<file path="config.mk">
export PLATFORM = sky130hd
export DESIGN_NAME = emergency_preempt
export DESIGN_NICKNAME = d
export VERILOG_FILES = /design/src/rtl/emergency_preempt.sv
export SDC_FILE = /design/constraint.sdc
export NUM_CORES = 1
export LEC_CHECK = 0
export CAP_MARGIN = 40
export CORE_MARGIN = 4
export CORE_UTILIZATION = 34
export CTS_CLUSTER_DIAMETER = 80
export DETAILED_ROUTE_END_ITERATION = 10
export GPL_TIMING_DRIVEN = 0
export PLACE_DENSITY = 0.64
export SYNTH_ARGS = -nofsm -noshare
export SYNTH_HDL_FRONTEND = slang
export SYNTH_SLANG_ARGS = --single-unit
</file>
<file path="constraint.sdc">
create_clock -name clk -period 5.4 [get_ports clk]
set_input_delay 1.62 -clock clk [delete_from_list [all_inputs] [get_ports clk]]
set_output_delay 1.62 -clock clk [all_outputs]
set_load 0.005 [all_outputs]
</file>
<file path="src/rtl/emergency_preempt.sv">
// Emergency-vehicle pre-emption controller: grants one approach direction at a
// time, separated by an all-red clearance, with round-robin fairness between directions.
module emergency_preempt #(
    parameter int NUM_DIR       = 4,
    parameter int LANES_PER_DIR = 2,
    parameter int CLEAR_CYCLES  = 3,
    parameter int HOLD_CYCLES   = 8,
    parameter int MAX_GRANT     = 32,
    parameter int CNT_W         = 8,
    localparam int NLANE        = NUM_DIR * LANES_PER_DIR,
    localparam int DIR_W        = (NUM_DIR > 2) ? $clog2(NUM_DIR) : 1
) (
    input  logic             clk,
    input  logic             rst,
    input  logic [0:NLANE-1] emergencyLane,
    output logic [0:NLANE-1] laneOutput,
    output logic [0:DIR_W-1] grantDir,
    output logic             preemptActive,
    output logic             clearing
);

    localparam logic [1:0] IDLE  = 2'd0;
    localparam logic [1:0] CLEAR = 2'd1;
    localparam logic [1:0] GRANT = 2'd2;

    localparam logic [CNT_W-1:0] CLEAR_LAST = CNT_W'(CLEAR_CYCLES - 1);
    localparam logic [CNT_W-1:0] HOLD_LAST  = CNT_W'(HOLD_CYCLES - 1);
    localparam logic [CNT_W-1:0] MAX_LAST   = CNT_W'(MAX_GRANT - 1);
    localparam logic [CNT_W-1:0] MAX_SAT    = CNT_W'(MAX_GRANT);
    localparam logic [DIR_W-1:0] LAST_INIT  = DIR_W'(NUM_DIR - 1);

    logic [1:0]       state;
    logic [1:0]       nextState;
    logic [0:NLANE-1] reqReg;
    logic [CNT_W-1:0] timer;
    logic [CNT_W-1:0] nextTimer;
    logic [DIR_W-1:0] grantSel;
    logic [DIR_W-1:0] nextGrant;
    logic [DIR_W-1:0] lastDir;
    logic [DIR_W-1:0] nextLast;

    logic [NUM_DIR-1:0] dirReq;
    logic [DIR_W-1:0]   idleWinner;
    logic               idleFound;
    logic [DIR_W-1:0]   grantWinner;
    logic               grantFound;
    logic               curReq;
    logic               holdDone;
    logic               maxDone;

    // A direction requests if any of its lanes does; lanes of one direction are interchangeable.
    always_comb begin
        dirReq = '0;
        for (int d = 0; d < NUM_DIR; d++) begin
            for (int l = 0; l < LANES_PER_DIR; l++) begin
                if (reqReg[d * LANES_PER_DIR + l]) begin
                    dirReq[d] = 1'b1;
                end
            end
        end
    end

    // Two round-robin searches: one from lastDir+1 for leaving IDLE, and one from
    // grantDir+1 that skips the current grant for leaving GRANT.
    always_comb begin
        int idx;
        idx         = 0;
        idleWinner  = '0;
        idleFound   = 1'b0;
        grantWinner = '0;
        grantFound  = 1'b0;
        for (int i = 0; i < NUM_DIR; i++) begin
            idx = int'(lastDir) + 1 + i;
            if (idx >= NUM_DIR) begin
                idx = idx - NUM_DIR;
            end
            if (!idleFound && dirReq[idx]) begin
                idleWinner = DIR_W'(idx);
                idleFound  = 1'b1;
            end
        end
        for (int i = 0; i < NUM_DIR; i++) begin
            idx = int'(grantSel) + 1 + i;
            if (idx >= NUM_DIR) begin
                idx = idx - NUM_DIR;
            end
            if (!grantFound && dirReq[idx] && (DIR_W'(idx) != grantSel)) begin
                grantWinner = DIR_W'(idx);
                grantFound  = 1'b1;
            end
        end
    end

    assign curReq   = dirReq[grantSel];
    assign holdDone = (timer >= HOLD_LAST);
    assign maxDone  = (timer >= MAX_LAST);

    always_comb begin
        nextState = state;
        nextTimer = timer;
        nextGrant = grantSel;
        nextLast  = lastDir;
        case (state)
            IDLE: begin
                if (idleFound) begin
                    nextState = CLEAR;
                    nextGrant = idleWinner;
                    nextTimer = '0;
                end
            end
            CLEAR: begin
                if (timer >= CLEAR_LAST) begin
                    nextState = GRANT;
                    nextTimer = '0;
                end else begin
                    nextTimer = timer + 1'b1;
                end
            end
            GRANT: begin
                if (timer < MAX_SAT) begin
                    nextTimer = timer + 1'b1;
                end
                // Released after the minimum hold, or forced out once MAX_GRANT is reached
                // while someone else is waiting.
                if (holdDone && !curReq) begin
                    nextLast = grantSel;
                    nextTimer = '0;
                    if (grantFound) begin
                        nextState = CLEAR;
                        nextGrant = grantWinner;
                    end else begin
                        nextState = IDLE;
                    end
                end else if (maxDone && curReq && grantFound) begin
                    nextLast  = grantSel;
                    nextTimer = '0;
                    nextState = CLEAR;
                    nextGrant = grantWinner;
                end
            end
            default: begin
                nextState = IDLE;
                nextTimer = '0;
            end
        endcase
    end

    always_ff @(posedge clk) begin
        if (rst) begin
            state    <= IDLE;
            reqReg   <= '0;
            timer    <= '0;
            grantSel <= '0;
            lastDir  <= LAST_INIT;
        end else begin
            reqReg   <= emergencyLane;
            state    <= nextState;
            timer    <= nextTimer;
            grantSel <= nextGrant;
            lastDir  <= nextLast;
        end
    end

    always_comb begin
        laneOutput = '0;
        for (int l = 0; l < NLANE; l++) begin
            if ((state == GRANT) && (DIR_W'(l / LANES_PER_DIR) == grantSel)) begin
                laneOutput[l] = 1'b1;
            end
        end
    end

    assign grantDir      = grantSel;
    assign preemptActive = (state != IDLE);
    assign clearing      = (state == CLEAR);

endmodule

</file>
## Yosys cells after proc, flatten, opt, wreduce, memory -nomap -nowiden

Index checks and enable logic that the tools add are counted.

- Flip-flop bits (word level): 22
- Input port bits: 10
- Output and inout bits: 12
- Logic and storage cells: 171

- $add $sub $neg: 17
- Magnitude comparators: 21
- Equality and inequality tests: 14
- Multiplexer cells: 81
- Reductions and logical operators: 33

Operator list:

| kind | number |
|---|---|
| 32-bit by 4-bit less-than comparator with 1-bit output (second input constant) | 8 |
| 32-bit two-way mux | 8 |
| 32-bit by 4-bit greater-or-equal comparator with 1-bit output (second input constant) | 6 |
| 32-bit by 4-bit subtractor with 32-bit output (second input constant) | 6 |
| 32-bit by 2-bit adder with 32-bit output (second input constant) | 2 |
| 32-bit by 3-bit adder with 32-bit output (second input constant) | 2 |
| 8-bit two-way mux | 5 |
| 1-bit two-way mux | 38 |
| 2-bit two-way mux | 18 |
| 8-bit one-hot mux with 3 select lines | 1 |
| 1-bit binary-select mux with 2-bit select | 9 |
| 1-bit logical AND | 17 |
| 4-bit by 3-bit subtractor with 5-bit output (second input constant) | 2 |
| 3-bit by 2-bit adder with 4-bit output (second input constant) | 2 |
| 8-bit by 1-bit adder with 8-bit output (second input constant) | 1 |
| 4-bit by 3-bit greater-or-equal comparator with 1-bit output (second input constant) | 2 |
| 8-bit by 2-bit greater-or-equal comparator with 1-bit output (second input constant) | 1 |
| 8-bit by 3-bit greater-or-equal comparator with 1-bit output (second input constant) | 1 |
| 8-bit by 5-bit greater-or-equal comparator with 1-bit output (second input constant) | 1 |
| 8-bit by 6-bit less-than comparator with 1-bit output (second input constant) | 1 |
| 2-bit inequality test | 4 |
| 1-bit zero test | 7 |
| 2-bit by 1-bit adder with 3-bit output (second input constant) | 2 |
| 3-bit inequality test (second input constant) | 2 |
| 15 further kinds | 20 |

## Longest topological paths before layout

- Depth in word-level cells: 24
- Mapped depth: 10

## Least setup slack after synthesis

No wires, ideal clock.

- Kind: register -> output
- Start point: reg grantSel[0], in the netlist grantDir[1]
- End point: out laneOutput[0] in the netlist's numbering
- Data arrival time: 1280 ps
- Data required time: 3780 ps
- Path slack: 2500 ps
- Stages on the path, launching flop included: 6
- Buffers on the path: 2
- Path through: dfxtp_1 > clkbuf_1 > inv_1 > ha_1 > and2_1 > buf_4

- Cells in the longest elaborated chain, start to end: 3

Ends and longest elaborated chain:

| item | RTL line | text |
|---|---|---|
| start: declaration | 37 | `logic [DIR_W-1:0] grantSel;` |
| start signal: assignment | 159 | `grantSel <= nextGrant;` |
| 2-bit zero test | - |  |
| 1-bit logical AND | - |  |
| 1-bit two-way mux | - |  |
| end: declaration | 16 | `output logic [0:NLANE-1] laneOutput,` |

No other way between the ends.

## Final worst setup path

- Start point: reg grantSel[0], in the netlist grantDir[1]
- End point: out laneOutput[0] in the netlist's numbering

- Cells in the longest elaborated chain, start to end: 3

Ends and longest elaborated chain:

| item | RTL line | text |
|---|---|---|
| 2-bit zero test | 167 | `if ((state == GRANT) && (DIR_W'(l / LANES_PER_DIR) == grantSel)) begin` |
| 1-bit logical AND | 167 |  |
| 1-bit two-way mux | 167 |  |

No other way between the ends.

==> impl_metrics.json <==
{
  "status": "finished clean",
  "synthCells": 191,
  "synthTopCellsByCount": "dfxtp_1, nor2_1, nand2_1",
  "die_w_um": 76.0,
  "n_fill_cell": 452,
  "dp.final_hpwl_mm": 2.80,
  "drtIter0Drc": 129,
  "yosysMostFrequentCell": "dfxtp_1",
  "crit_type": "reg -> out",
  "wl_per_cell_um": 13.4,
  "fin_setup_tns_ns": 0,
  "p_leak_nw": 0.759,
  "cp_slowest_stage_delay_ns": 0.48,
  "end_kind": "output port",
  "final_nets": 237,
  "vias": 1459,
  "cts_buffers": 3,
  "ys_seq_elements": 22,
  "gp_congestion": 0.891,
  "r2r_end": "timer[0]",
  "synth-edff-count": 0,
  "worstRegToRegCells": 8,
  "ys.flop_type": "dfxtp_1",
  "hold_start": "timer[5]",
  "area_growth_pct": 20.1,
  "fin_total_pwr_mw": 0.657,
  "final_layout_size_suffix_gt1_share_pct": 9.30,
  "ios": 22,
  "yosysWarnings": 0,
  "cellPowerDensity_mw_per_mm2": 347,
  "maxCapViolCount": 0,
  "final_area_mm2": 0.00189,
  "die_h_um": 76.0,
  "syn_nets": 211,
  "rows": 24,
  "clk_pin_slew_ns": 0.07,
  "yosysUniqueCellTypes": 51,
  "crit_chain": "clkbuf_1 -> inv_1 -> ha_1 -> and2_1 -> buf_4 -> clkdlybuf4s50_1",
  "start_util_pct": 35.7,
  "critPathMaxFanout": 10,
  "hold_buffers": 0,
  "cp-start-kind": "flop",
  "h-tree-depth": 1,
  "grt_pass1_wl_mm": 5.97,
  "cp.required_ns": 3.78,
  "hold_depth": 1,
  "post_cts_buffers": 0,
  "ir_worst_vdd_v": 0.000162,
  "grt_usage_pct": 12.5,
  "ant_nets": 0,
  "r2r_slack_ns": 2.80,
  "placed_area_mm2": 0.00185,
  "fmax_ghz": 0.261,
  "path_buf_inv": 4,
  "hold_ws_ns": 0.480,
  "io_buffers": 21,
  "grt_pass1_vias": 1263,
  "busiest_layer": "met2",
  "final_core_util_pct": 42.8,
  "rsz0062_at_grt": "false",
  "multiInputGateArea_mm2": 0.00104,
  "overflow": 0,
  "fin_crit_sh_pct": 70.9,
  "worstPathArrival_ns": 2.21,
  "hold_viol": 0,
  "drt-total-wl_mm": 3.58,
  "drcViolationCount": 0,
  "max-slew-margin-rel_pct": 49.9,
  "hold_path_end": "timer[5]",
  "worst_slack_ns": 1.57,
  "viasPerCell": 5.46,
  "stdcell_count": 267,
  "dieArea_mm2": 0.00578,
  "seq_area_um2": 440,
  "synth_top_cell_by_area": "dfxtp_1",
  "antenna_found_initial": 0,
  "synth_seq_area_share_pct": 28.0,
  "ys_async_sr_fraction_pct": 0,
  "slew_violations": 0,
  "synthTopCellsByArea": "dfxtp_1, ha_1, nor2_1",
  "n_antenna_cell": 0,
  "grt_util_met2_pct": 19.3,
  "cts_tree": "yes",
  "drt_pre_antenna_iters": 4,
  "synth_top_cell_area_share_pct": 28.0,
  "cts.sinks": 22,
  "cp_top_family": "buffers and inverters",
  "pre_cts_ws_ns": 1.85,
  "clk_latency_ns": 0.26,
  "grt_use_met3_pct": 3.43,
  "finalClockSkew_ns": 0.00202,
  "use_met1_pct": 16.3,
  "dp_cells": 264,
  "tightest_slew_ns": 0.745,
  "coreArea_mm2": 0.00441,
  "min_path_type": "reg -> reg",
  "cts_buffer_depth": 2,
  "slowest_stage": "dfxtp_1",
  "setup-violations-final": 0,
  "grt_max_degree": 12,
  "cts-resized-gates": 0,
  "period_needed_ns": 3.83,
  "ctsRootBufferMaster": "clkbuf_8",
  "synth.cell_area_mm2": 0.00157,
  "r2r_start": "grantDir[1]",
  "avgSynthCellArea_um2": 8.24
}
==> cells in the final DEF (no fill, tap or decap), types with 3 or more instances in the layout <==
master and n:
o22ai_1 3, nand3_1 6, and2_1 5, and3_1 4
nor4_1 4, dfxtp_1 22, clkdlybuf4s50_1 21, nor3_1 4
inv_1 10, or2_2 4, clkbuf_1 7, nor2b_1 10
buf_4 4, a221o_1 3, nor2_1 19, a21oi_1 8
ha_1 10, clkbuf_8 3, o21ai_1 3, a31oi_1 4
nand2_1 11, o211ai_1 5, nor3b_1 4
==> routing by layer <==
layer	vias up	share of wire, %
li1	760	-
met1	646	48
met2	49	42
met3	4	8.1
met4	0	1.4
met5	-	0
==> final cells by class <==
| cell class | count | area share [%] |
|---|---|---|
| clock buffers | 3 | 2.18 |
| inverters | 10 | 1.99 |
| repair buffers | 21 | 11.1 |
| well taps | 52 | 3.44 |
| multi-input cells | 148 | 55.0 |
| plain buffers | 11 | 2.98 |
| flip-flops and latches | 22 | 23.3 |
==> worst max-delay path by stage <==
stage                           start             to  slack [ns]  depth (start not counted)
after CTS                 grantDir[1]  laneOutput[0]        1.55                          6
after global placement    grantDir[1]  laneOutput[0]        1.89                          6
after global routing      grantDir[1]  laneOutput[0]        1.44                          6
after floorplan           grantDir[1]  laneOutput[0]        2.50                          5
final                     grantDir[1]  laneOutput[0]        1.57                          6
after detailed placement  grantDir[1]  laneOutput[0]        1.85                          6
==> state kept, by name, summed over array words and instances, names as in the netlist <==
name / flops
timer: 8
lastDir: 2
reqReg: 8
state: 2
grantDir: 2
==> report_power, final <==
| part | leakage, nW | switching [mW] | internal, mW | total (mW) |
|---|---|---|---|---|
| combinational | 0.557 | 0.195 | 0.158 | 0.354 |
| clock | 0.0216 | 0.0514 | 0.0498 | 0.101 |
| sequential | 0.180 | 0.0227 | 0.179 | 0.202 |
==> logic make-up after synthesis <==
kind of cell	share of synthesized area (%)
muxes	3.42
DFF	28.0
buffers and inverters	5.96
AOI/OAI and AO/OA	22.3
adders and majority gates	7.95
and+or+nand+nor	32.4
No activity file was read; power rests on OpenSTA's default activity.
